### config.mk
export PLATFORM = sky130hd
export DESIGN_NAME = up_axi_master
export DESIGN_NICKNAME = d
export VERILOG_FILES = /design/src/rtl/up_axi_master.sv
export SDC_FILE = /design/constraint.sdc
export NUM_CORES = 1
export LEC_CHECK = 0
export ABC_AREA = 0
export BUFFER_PORTS_ARGS = -buffer_cell sky130_fd_sc_hd__buf_4
export CAP_MARGIN = 20
export CORE_MARGIN = 5
export CORE_UTILIZATION = 41
export DETAILED_ROUTE_END_ITERATION = 6
export GPL_TIMING_DRIVEN = 1
export PLACE_DENSITY_LB_ADDON = 0.05
export SYNTH_ARGS = -nofsm -noshare
export SYNTH_HDL_FRONTEND = slang
export SYNTH_SLANG_ARGS = --single-unit
export TNS_END_PERCENT = 20
### constraint.sdc
create_clock -name up_clk -period 1.65 [get_ports up_clk]
set_clock_uncertainty 0.05 [all_clocks]
set_input_delay 0.2475 -clock up_clk [delete_from_list [all_inputs] [get_ports up_clk]]
set_output_delay 0.2475 -clock up_clk [all_outputs]
set_load 0.005 [all_outputs]
### src/rtl/up_axi_master.sv
// up_axi_master: up-bus request/ack to AXI4-Lite initiator bridge.
// Independent read and write paths, one outstanding transaction each.
module up_axi_master #(
    parameter int AXI_ADDRESS_WIDTH = 16
) (
    input  logic                         up_clk,
    input  logic                         up_rstn,
    input  logic                         up_wreq,
    input  logic [AXI_ADDRESS_WIDTH-3:0] up_waddr,
    input  logic [31:0]                  up_wdata,
    output logic                         up_wack,
    output logic                         up_werr,
    output logic                         up_wbusy,
    input  logic                         up_rreq,
    input  logic [AXI_ADDRESS_WIDTH-3:0] up_raddr,
    output logic [31:0]                  up_rdata,
    output logic                         up_rack,
    output logic                         up_rerr,
    output logic                         up_rbusy,
    output logic                         m_axi_awvalid,
    output logic [AXI_ADDRESS_WIDTH-1:0] m_axi_awaddr,
    output logic [2:0]                   m_axi_awprot,
    input  logic                         m_axi_awready,
    output logic                         m_axi_wvalid,
    output logic [31:0]                  m_axi_wdata,
    output logic [3:0]                   m_axi_wstrb,
    input  logic                         m_axi_wready,
    input  logic                         m_axi_bvalid,
    input  logic [1:0]                   m_axi_bresp,
    output logic                         m_axi_bready,
    output logic                         m_axi_arvalid,
    output logic [AXI_ADDRESS_WIDTH-1:0] m_axi_araddr,
    output logic [2:0]                   m_axi_arprot,
    input  logic                         m_axi_arready,
    input  logic                         m_axi_rvalid,
    input  logic [1:0]                   m_axi_rresp,
    input  logic [31:0]                  m_axi_rdata,
    output logic                         m_axi_rready
);

    localparam int UW = AXI_ADDRESS_WIDTH - 2;

    typedef enum logic [1:0] {W_IDLE, W_ADDR, W_RESP} wstate_t;
    typedef enum logic [1:0] {R_IDLE, R_ADDR, R_DATA} rstate_t;

    wstate_t wstate, wstate_n;
    rstate_t rstate, rstate_n;

    logic [UW-1:0] waddr_q, waddr_n;
    logic [UW-1:0] raddr_q, raddr_n;
    logic [31:0]   wdata_q, wdata_n;
    logic [31:0]   rdata_n;
    logic awvalid_n, wvalid_n, bready_n, wack_n, werr_n;
    logic arvalid_n, rready_n, rack_n, rerr_n;

    assign m_axi_awaddr = {waddr_q, 2'b00};
    assign m_axi_araddr = {raddr_q, 2'b00};
    assign m_axi_wdata  = wdata_q;
    assign m_axi_awprot = 3'b000;
    assign m_axi_arprot = 3'b000;
    assign m_axi_wstrb  = 4'hF;
    assign up_wbusy     = (wstate != W_IDLE);
    assign up_rbusy     = (rstate != R_IDLE);

    always_comb begin
        wstate_n  = wstate;
        waddr_n   = waddr_q;
        wdata_n   = wdata_q;
        awvalid_n = m_axi_awvalid;
        wvalid_n  = m_axi_wvalid;
        bready_n  = m_axi_bready;
        wack_n    = 1'b0;
        werr_n    = 1'b0;
        unique case (wstate)
            W_IDLE: begin
                if (up_wreq) begin
                    waddr_n   = up_waddr;
                    wdata_n   = up_wdata;
                    awvalid_n = 1'b1;
                    wvalid_n  = 1'b1;
                    wstate_n  = W_ADDR;
                end
            end
            W_ADDR: begin
                // AW and W complete independently, in either order
                awvalid_n = m_axi_awvalid & ~m_axi_awready;
                wvalid_n  = m_axi_wvalid & ~m_axi_wready;
                if (!awvalid_n && !wvalid_n) begin
                    bready_n = 1'b1;
                    wstate_n = W_RESP;
                end
            end
            W_RESP: begin
                if (m_axi_bvalid) begin
                    bready_n = 1'b0;
                    wack_n   = 1'b1;
                    werr_n   = |m_axi_bresp;
                    wstate_n = W_IDLE;
                end
            end
            default: wstate_n = W_IDLE;
        endcase
    end

    always_comb begin
        rstate_n  = rstate;
        raddr_n   = raddr_q;
        rdata_n   = up_rdata;
        arvalid_n = m_axi_arvalid;
        rready_n  = m_axi_rready;
        rack_n    = 1'b0;
        rerr_n    = 1'b0;
        unique case (rstate)
            R_IDLE: begin
                if (up_rreq) begin
                    raddr_n   = up_raddr;
                    arvalid_n = 1'b1;
                    rstate_n  = R_ADDR;
                end
            end
            R_ADDR: begin
                if (m_axi_arready) begin
                    arvalid_n = 1'b0;
                    rready_n  = 1'b1;
                    rstate_n  = R_DATA;
                end
            end
            R_DATA: begin
                if (m_axi_rvalid) begin
                    rdata_n  = m_axi_rdata;
                    rack_n   = 1'b1;
                    rerr_n   = |m_axi_rresp;
                    rready_n = 1'b0;
                    rstate_n = R_IDLE;
                end
            end
            default: rstate_n = R_IDLE;
        endcase
    end

    always_ff @(posedge up_clk or negedge up_rstn) begin
        if (!up_rstn) begin
            wstate        <= W_IDLE;
            waddr_q       <= '0;
            wdata_q       <= '0;
            m_axi_awvalid <= 1'b0;
            m_axi_wvalid  <= 1'b0;
            m_axi_bready  <= 1'b0;
            up_wack       <= 1'b0;
            up_werr       <= 1'b0;
        end else begin
            wstate        <= wstate_n;
            waddr_q       <= waddr_n;
            wdata_q       <= wdata_n;
            m_axi_awvalid <= awvalid_n;
            m_axi_wvalid  <= wvalid_n;
            m_axi_bready  <= bready_n;
            up_wack       <= wack_n;
            up_werr       <= werr_n;
        end
    end

    always_ff @(posedge up_clk or negedge up_rstn) begin
        if (!up_rstn) begin
            rstate        <= R_IDLE;
            raddr_q       <= '0;
            up_rdata      <= '0;
            m_axi_arvalid <= 1'b0;
            m_axi_rready  <= 1'b0;
            up_rack       <= 1'b0;
            up_rerr       <= 1'b0;
        end else begin
            rstate        <= rstate_n;
            raddr_q       <= raddr_n;
            up_rdata      <= rdata_n;
            m_axi_arvalid <= arvalid_n;
            m_axi_rready  <= rready_n;
            up_rack       <= rack_n;
            up_rerr       <= rerr_n;
        end
    end

endmodule
==> out/metrics.yaml, run 1 <==
outcome: "finished, final reports clean"
finalSetupViolCount: 0
top_usage_layer: "met2"
arrival_ns: 1.29
synth_top_family_by_area: "multiplexers"
clock-root-buffer: "clkbuf_8"
drt_wl_total_mm: 9.62
cts_tree: "yes"
grt_pass1_vias: 2983
die_area_mm2: 0.0124
netlist_instances: 266
syn2layout_area_growth_pct: 44.8
drive_gt1_frac: 0.676
syn_area_mm2: 0.00421
grt_first_pass_wirelength_mm: 15.6
grt_max_degree: 47
use_met1: 0.198
fin_ws_ns: 0.0650
rsz0062_at_grt: "false"
num-fill-cells: 864
grt-ovfl-total: 0
period_share: 0.961
hold_class: "in2reg"
start_kind: "flip-flop"
drt-initial-drc-count: 118
path_max_fanout: 4
io_buffers: 207
layout_common_cells: "211 x buf_4, 105 x dfrtp_1, 64 x mux2_2"
power.internal_uw: 7420
fin_util: 0.599
yosysSeqAreaShare: 0.624
worstHoldEndpoint: "rstate[1]"
critPathRequiredTime_ns: 1.35
path_clk_slew_ns: 0.10
insertion_delay_ns: 0.35
final_common_cell: "buf_4"
fmax_mhz: 631
yosysTopAreaCell: "dfrtp_1"
cts.sinks: 105
clkPwrFrac: 0.136
synth_cell_types: 24
leakagePower_uw: 0.00308
drc: 0
path_common_cell: "buf_6"
numCtsBuffers: 9
synth_top_cell_area_share: 0.624
power_uw: 10400
gp_congestion: 0.783
path_delay_family: "flip-flops"
r2r_cells: 4
globalRouteMet2Util: 0.256
wl_per_cell_um: 15.4
hpwl_mm: 7.35
diodes: 0
hold_path_depth: 2
synthAdderAreaFrac: 0
synth_xor_xnor_area_share: 0
switching_share: 0.288
viasPerCell: 4.44
hold_viol_final: 0
dr.pass1.iters: 4
ys_top_cells_by_area: "dfrtp_1 62%, mux2_2 17%, mux2_4 10%"
worstSetupEndpointType: "output port"
worst_path_largest_cell_delay_ns: 0.40
rows: 37
clk_path_buf_depth: 2
layout.nets: 588
min_from: "m_axi_rvalid"
reg2reg_setup_slack_ns: 0.08
synth_compound_area_frac: 0.0217
fin_crit_ns: 1.58
fp.dieW_um: 111
antenna_found_initial: 0
core_area_mm2: 0.0102
critPathKind: "reg2out"
max_cap_violations: 0
power_frac_comb: 0.433
fp.dieH_um: 111
htree_num_levels: 3
crit_path_cell_trace: "buf_6 -> or2_2 -> buf_6"
dp_slack_ns: 0.102
critical_path.startpoint: "rstate[0]"
hold-worst-slack_ns: 0.0211
peakVddDrop_mv: 0.830
slew_violations: 0
start_util: 0.414
yosys_warnings: 0
reg2reg_to: "up_rdata[3]"
r2r-start: "rstate[1]"
synthMuxAreaShare: 0.273
ios: 222
pwr-share-seq: 0.431
fin_setup_tns_ns: 0
ys_seq_elements: 105
avgSynthCellArea_um2: 15.8
p_switching_uw: 3000
grtUsageMet3: 0.0538
crit_slowest_cell: "dfrtp_1"
synth_simple_gate_area_share: 0.0226
num_vias: 2769
powerDensity_mw_per_mm2: 1710
grt_use_total: 0.156
antenna_left: 0
critPathBufInv: 2
[how the worst max path moves through the flow]
| stage | to | cells after the start |
|---|---|---|
| 2_1_floorplan | raddr_q[10] | 4 |
| 3_3_place_gp | up_rdata[31] | 4 |
| 3_5_place_dp | up_rdata[5] | 4 |
| 4_1_cts | up_rbusy | 3 |
| 5_1_grt | up_rbusy | 3 |
| 6_report | up_rbusy | 3 |
[cell families after synthesis]
| group | after synthesis |
|---|---|
| simple gates | 19 |
| buf+inv | 32 |
| flops | 105 |
| compound gates | 15 |
| mux | 93 |
| other cells | 2 |
[power groups by stage]
stage | Combinational (uW) | Clock (uW) | Sequential, uW
2_1_floorplan | 1940 | 0 | 4590
3_3_place_gp | 4490 | 0 | 4520
3_5_place_dp | 4580 | 0 | 4550
4_1_cts | 4600 | 1490 | 4510
5_1_grt | 4880 | 1590 | 4670
6_report | 4510 | 1410 | 4490
[synthesized netlist by cell type]
| master | count |
|---|---|
| a21oi_1 | 2 |
| mux2_2 | 64 |
| conb_1 | 2 |
| o21a_1 | 1 |
| a221o_1 | 1 |
| and2_1 | 1 |
| nor2b_1 | 2 |
| nand2b_1 | 1 |
| dfrtp_1 | 105 |
| inv_1 | 7 |
| buf_4 | 16 |
| mux2_4 | 28 |
| o22ai_1 | 1 |
| o31ai_1 | 1 |
| o211a_1 | 1 |
| or2_2 | 1 |
| mux2i_1 | 1 |
| nor2_1 | 8 |
| or2_1 | 1 |
| o21ai_0 | 8 |
| buf_6 | 8 |
| nand2_1 | 4 |
| nor3b_2 | 1 |
| clkbuf_1 | 1 |
[routing by layer]
layer  share of wire  wire length, um  up-vias
li1                -                -     1317
met1            0.41             3910     1330
met2            0.49             4740      113
met3           0.092              887        9
met4          0.0089               86        0
met5               0                0        -
[state kept, by name, summed over array words and instances (netlist names)]
register	flops
m_axi_arvalid	1
m_axi_awvalid	1
m_axi_bready	1
m_axi_rready	1
m_axi_wdata	32
m_axi_wvalid	1
raddr_q	14
rstate	2
up_rack	1
up_rdata	32
up_rerr	1
up_wack	1
up_werr	1
waddr_q	14
wstate	2
[final cells by class]
cell class	count	area (um^2)	area share
multi-input combinational	141	1390	0.228
timing repair buffer	219	1720	0.281
sequential	105	2630	0.431
tap	136	170	0.0279
inverter	7	26.3	0.00431
clock inverter	6	43.8	0.00718
clock buffer	9	124	0.0203
[through the flow]
| step | instance area (um^2) | instances |
|---|---|---|
| after floorplan | 4260 | 278 |
| after global placement | 5900 | 605 |
| after detailed placement | 5900 | 605 |
| after CTS | 6080 | 622 |
| after global routing | 6100 | 623 |
| final | 6100 | 623 |
[repair_timing]
action | 4_1_cts | 5_1_grt
setup endpoints to repair | 1 | 1
hold buffers | 1 | 0
hold endpoints to repair | 20 | 0
pin swaps | 0 | 0
setup buffers | 1 | 1
resized for setup | 0 | 2
No activity file was read; power rests on OpenSTA's default activity.
==> inputs of run 2 (changes only) <==
--- a/constraint.sdc
+++ b/constraint.sdc
@@ -4,2 +4,2 @@
 set_output_delay 0.2475 -clock up_clk [all_outputs]
-set_load 0.005 [all_outputs]
+set_load 0.05 [all_outputs]
==> out/metrics.yaml, run 2 (synthesis results as in run 1) <==
hold_class: "in2reg"  # unchanged
crit_path_cell_trace: "buf_6 -> or2_4 -> buf_8"  # was buf_6 -> or2_2 -> buf_6
fp.dieH_um: 111  # unchanged
wl_met3_um: 901  # was 887 um
critPathRequiredTime_ns: 1.35  # about the same
reg2reg_setup_slack_ns: 0.10  # was 0.08 ns
grt_first_pass_wirelength_mm: 15.6  # about the same
critPathBufInv: 2  # unchanged
fp.dieW_um: 111  # unchanged
antenna_found_initial: 0  # unchanged
cts_tree: "yes"  # unchanged
layout.nets: 587  # was 588
num_vias: 2766  # was 2,769
drive_gt1_frac: 0.677  # was 0.676
clk_path_buf_depth: 2  # unchanged
grt_pass1_vias: 2990  # was 2,983
start_kind: "flip-flop"  # unchanged
syn2layout_area_growth_pct: 44.8  # unchanged
diodes: 0  # unchanged
seqCellArea_mm2: 0.00263  # about the same
htree_num_levels: 3  # unchanged
crit_slowest_cell: "dfrtp_1"  # unchanged
num-fill-cells: 864  # unchanged
drt_wl_total_mm: 9.62  # about the same
grt_use_total: 0.157  # was 0.156
route.met2.wl_mm: 4.75  # was 4.74 mm
period_share: 0.958  # was 0.961
path_max_fanout: 6  # was 4
numCtsBuffers: 9  # unchanged
dr.pass1.iters: 4  # unchanged
slew_violations: 0  # unchanged
wl_per_cell_um: 15.5  # was 15.4 um
fmax_mhz: 633  # was 631 MHz
routed.top_layer: "met4"  # unchanged
grt_max_degree: 47  # unchanged
die_area_mm2: 0.0124  # unchanged
final_common_cell: "buf_4"  # unchanged
fin_setup_tns_ns: 0  # unchanged
cts.sinks: 105  # unchanged
viasPerCell: 4.45  # was 4.44
antenna_left: 0  # unchanged
max_cap_violations: 0  # unchanged
start_util: 0.414  # unchanged
grt-ovfl-total: 0  # unchanged
multi_input_area_mm2: 0.00139  # about the same
fin_crit_ns: 1.58  # about the same
outcome: "finished, final reports clean"  # unchanged
arrival_ns: 1.28  # was 1.29 ns
clock-root-buffer: "clkbuf_8"  # unchanged
critPathKind: "reg2out"  # unchanged
drt-initial-drc-count: 105  # was 118
hpwl_mm: 7.35  # unchanged
finalSetupViolCount: 0  # unchanged
drc: 0  # unchanged
hold_viol_final: 0  # unchanged
ios: 222  # unchanged
path_clk_slew_ns: 0.10  # about the same
path_delay_family: "flip-flops"  # unchanged
gp_congestion: 0.783  # unchanged
rsz0062_at_grt: "false"  # unchanged
met1_length_mm: 3.89  # was 3.91 mm
insertion_delay_ns: 0.35  # about the same
io_buffers: 207  # unchanged
layout_common_cells: "210 x buf_4, 104 x dfrtp_1, 64 x mux2_2"  # was 211 x buf_4, 105 x dfrtp_1, 64 x mux2_2
rows: 37  # unchanged
worstSetupEndpointType: "output port"  # unchanged
worst_path_largest_cell_delay_ns: 0.40  # about the same
core_area_mm2: 0.0102  # unchanged
-- run 2: final timing paths --
| kind | cells past startpoint | end | startpoint |
|---|---|---|---|
| min | 2 | rstate[1] | m_axi_rvalid |
| max | 3 | up_rbusy | rstate[0] |
| max in group asynchronous | 3 | m_axi_wdata[10] | up_rstn |
| min reg2reg | 1 | m_axi_wdata[5] | m_axi_wdata[5] |
| min in group asynchronous | 2 | waddr_q[4] | up_rstn |
| max reg2reg | 4 | up_rdata[3] | rstate[0] |
-- run 2: cell type report --
class | count | area share
clock inverter | 6 | 0.00718
tap | 136 | 0.0279
sequential | 105 | 0.431
clock buffer | 9 | 0.0203
timing repair buffer | 218 | 0.281
multi-input combinational | 141 | 0.229
inverter | 7 | 0.00431
-- run 2: per-stage QoR --
step           hold WS, ns  cells  worst slack, ns  utilization  instance area [um^2]
6_report            0.0180    622           0.0701        0.599                  6100
5_1_grt             0.0112    622          0.00547        0.599                  6100
4_1_cts            0.00919    622           0.0359        0.598                  6090
3_5_place_dp         0.116    605            0.102        0.579                  5900
3_3_place_gp         0.126    605            0.152        0.579                  5900
2_1_floorplan      -0.0981    278           0.0873            -                  4260
-- run 2: repair_timing --
action,4_1_cts,5_1_grt
hold buffers,1,0
resized for setup,3,2
setup buffers,1,0
hold endpoints to repair,20,0
setup endpoints to repair,1,2
-- run 2: routing by layer --
| metal | global-route usage | vias up |
|---|---|---|
| met4 | 0.0462 | 0 |
| met2 | 0.257 | 117 |
| met3 | 0.0538 | 9 |
| met5 | 0 | - |
| met1 | 0.199 | 1327 |
| li1 | - | 1313 |
-- run 2: worst reg2reg max path, cell delays in order (launching register included) --
cell and delay (ns):
dfrtp_1 0.40, buf_4 0.14, or2_2 0.31, buf_12 0.20, mux2_4 0.34
Power of run 2 is not shown: default switching activity piles up to over one toggle a cycle in this logic, so the estimate is an artifact.
==> inputs of run 3 (changes only) <==
- RECOVER_POWER: unset -> 50
- TNS_END_PERCENT: 20 -> 100
==> out/metrics.yaml, run 3 (synthesis results as in run 1) <==
outcome: "finished, final reports clean"  # unchanged
htree_num_levels: 3  # unchanged
worstSetupEndpointType: "output port"  # unchanged
grt_first_pass_wirelength_mm: 15.6  # unchanged
numCtsBuffers: 9  # unchanged
core_area_mm2: 0.0102  # unchanged
reg2reg_to: "up_rdata[3]"  # unchanged
grt_max_degree: 47  # unchanged
hold_viol_final: 0  # unchanged
io_buffers: 207  # unchanged
hold_path_depth: 2  # unchanged
cts_tree: "yes"  # unchanged
hold_class: "in2reg"  # unchanged
dr.pass1.iters: 4  # unchanged
fmax_mhz: 633  # about the same
syn2layout_area_growth_pct: 41.9  # was 44.8%
finalSetupViolCount: 0  # unchanged
arrival_ns: 1.28  # about the same
viasPerCell: 4.44  # was 4.45
critPathKind: "reg2out"  # unchanged
grt_pass1_vias: 2990  # unchanged
worstMarginPinSlew_ns: 0.580
num-fill-cells: 878  # was 864
drt-initial-drc-count: 136  # was 105
drc: 0  # unchanged
fin_crit_ns: 1.58  # about the same
antenna_left: 0  # unchanged
diodes: 0  # unchanged
r2r-start: "rstate[0]"  # unchanged
slew_violations: 0  # unchanged
seqCellArea_mm2: 0.00263  # unchanged
cts.sinks: 105  # unchanged
gp_congestion: 0.783  # unchanged
num_vias: 2764  # was 2,766
die_area_mm2: 0.0124  # unchanged
drive_gt1_frac: 0.675  # was 0.677
layout_common_cells: "167 x buf_4, 104 x dfrtp_1, 64 x mux2_2"  # was 210 x buf_4, 104 x dfrtp_1, 64 x mux2_2
fin_setup_tns_ns: 0  # unchanged
start_util: 0.414  # unchanged
rows: 37  # unchanged
final_common_cell: "buf_4"  # unchanged
crit_slowest_cell: "dfrtp_1"  # unchanged
grt_use_total: 0.157  # unchanged
reg2reg_setup_slack_ns: 0.10  # about the same
worst_path_largest_cell_delay_ns: 0.40  # about the same
grt-ovfl-total: 0  # unchanged
worstHoldEndpoint: "rstate[1]"  # unchanged
path_max_fanout: 6  # unchanged
fp.dieH_um: 111  # unchanged
max-slew-margin-rel: 0.613
rsz0062_at_grt: "false"  # unchanged
antenna_found_initial: 0  # unchanged
fp.dieW_um: 111  # unchanged
start_kind: "flip-flop"  # unchanged
wl_per_cell_um: 15.4  # was 15.5 um
fin_util: 0.587  # was 0.599
drt_wl_total_mm: 9.61  # was 9.62 mm
max_cap_violations: 0  # unchanged
period_share: 0.958  # about the same
ios: 222  # unchanged
path_clk_slew_ns: 0.10  # about the same
layout.nets: 587  # unchanged
hpwl_mm: 7.35  # unchanged
crit_path_cell_trace: "buf_6 -> or2_4 -> buf_8"  # unchanged
r2r_cells: 4  # unchanged
clk_path_buf_depth: 2  # unchanged
critical_path.startpoint: "rstate[0]"  # unchanged
insertion_delay_ns: 0.35  # about the same
critPathRequiredTime_ns: 1.35  # about the same
multi_input_area_mm2: 0.00139  # unchanged
clock-root-buffer: "clkbuf_8"  # unchanged
min_from: "m_axi_rvalid"  # unchanged
==> run 3: cell types whose count changed in the layout (fill, tap and decap cells not counted) <==
cell      delta
clkbuf_4     +1
clkbuf_2    +42
buf_4       -43
clkbuf_1     +1
buf_12       -1
==> run 3: worst max path at each step <==
stage / endpoint / slack, ns / cells after the start
global route: up_wbusy / 0.005 / 4
global placement: up_rdata[31] / 0.15 / 4
CTS: up_rbusy / 0.04 / 3
finish: up_rbusy / 0.07 / 3
detailed placement: up_rdata[5] / 0.10 / 4
floorplan: raddr_q[10] / 0.09 / 4
==> run 3: metal layers <==
metal	vias to the layer above	part of all wire	GRT usage	wire length, um
met5	-	0	0	0
met4	0	0.0086	0.0462	83
met3	9	0.094	0.0538	903
met2	117	0.49	0.257	4730
met1	1326	0.41	0.199	3890
li1	1312	-	-	-
==> run 3: area by class of cell <==
class / instances / share of cell area
Tap cell: 136 / 0.0285
Sequential cell: 105 / 0.440
Clock inverter: 6 / 0.00733
Clock buffer: 9 / 0.0207
Inverter: 7 / 0.00440
Multi-Input combinational cell: 141 / 0.233
Timing Repair Buffer: 218 / 0.266
==> run 3: per-stage QoR <==
step | cell area, um^2 | hold WS, ns | cells | setup slack, ns
finish | 5980 | 0.0178 | 622 | 0.0698
global route | 5980 | 0.0112 | 622 | 0.00547
CTS | 6090 | 0.00919 | 622 | 0.0359
detailed placement | 5900 | 0.116 | 605 | 0.102
global placement | 5900 | 0.126 | 605 | 0.152
floorplan | 4260 | -0.0981 | 278 | 0.0873
==> run 3: timing repair <==
item	CTS	global route
gates cloned	0	0
hold buffers	1	0
setup endpoints to repair	1	2
endpoints found under the hold margin	20	0
resized for setup	3	2
setup buffers	1	0
==> run 3: critical path, delay by kind of cell (launching register included) <==
| kind | cells | cell delay, ns |
|---|---|---|
| buffers and inverters | 2 | 0.28 |
| DFF | 1 | 0.40 |
| and+or+nand+nor | 1 | 0.25 |
Power of run 3 is left out for the same reason.
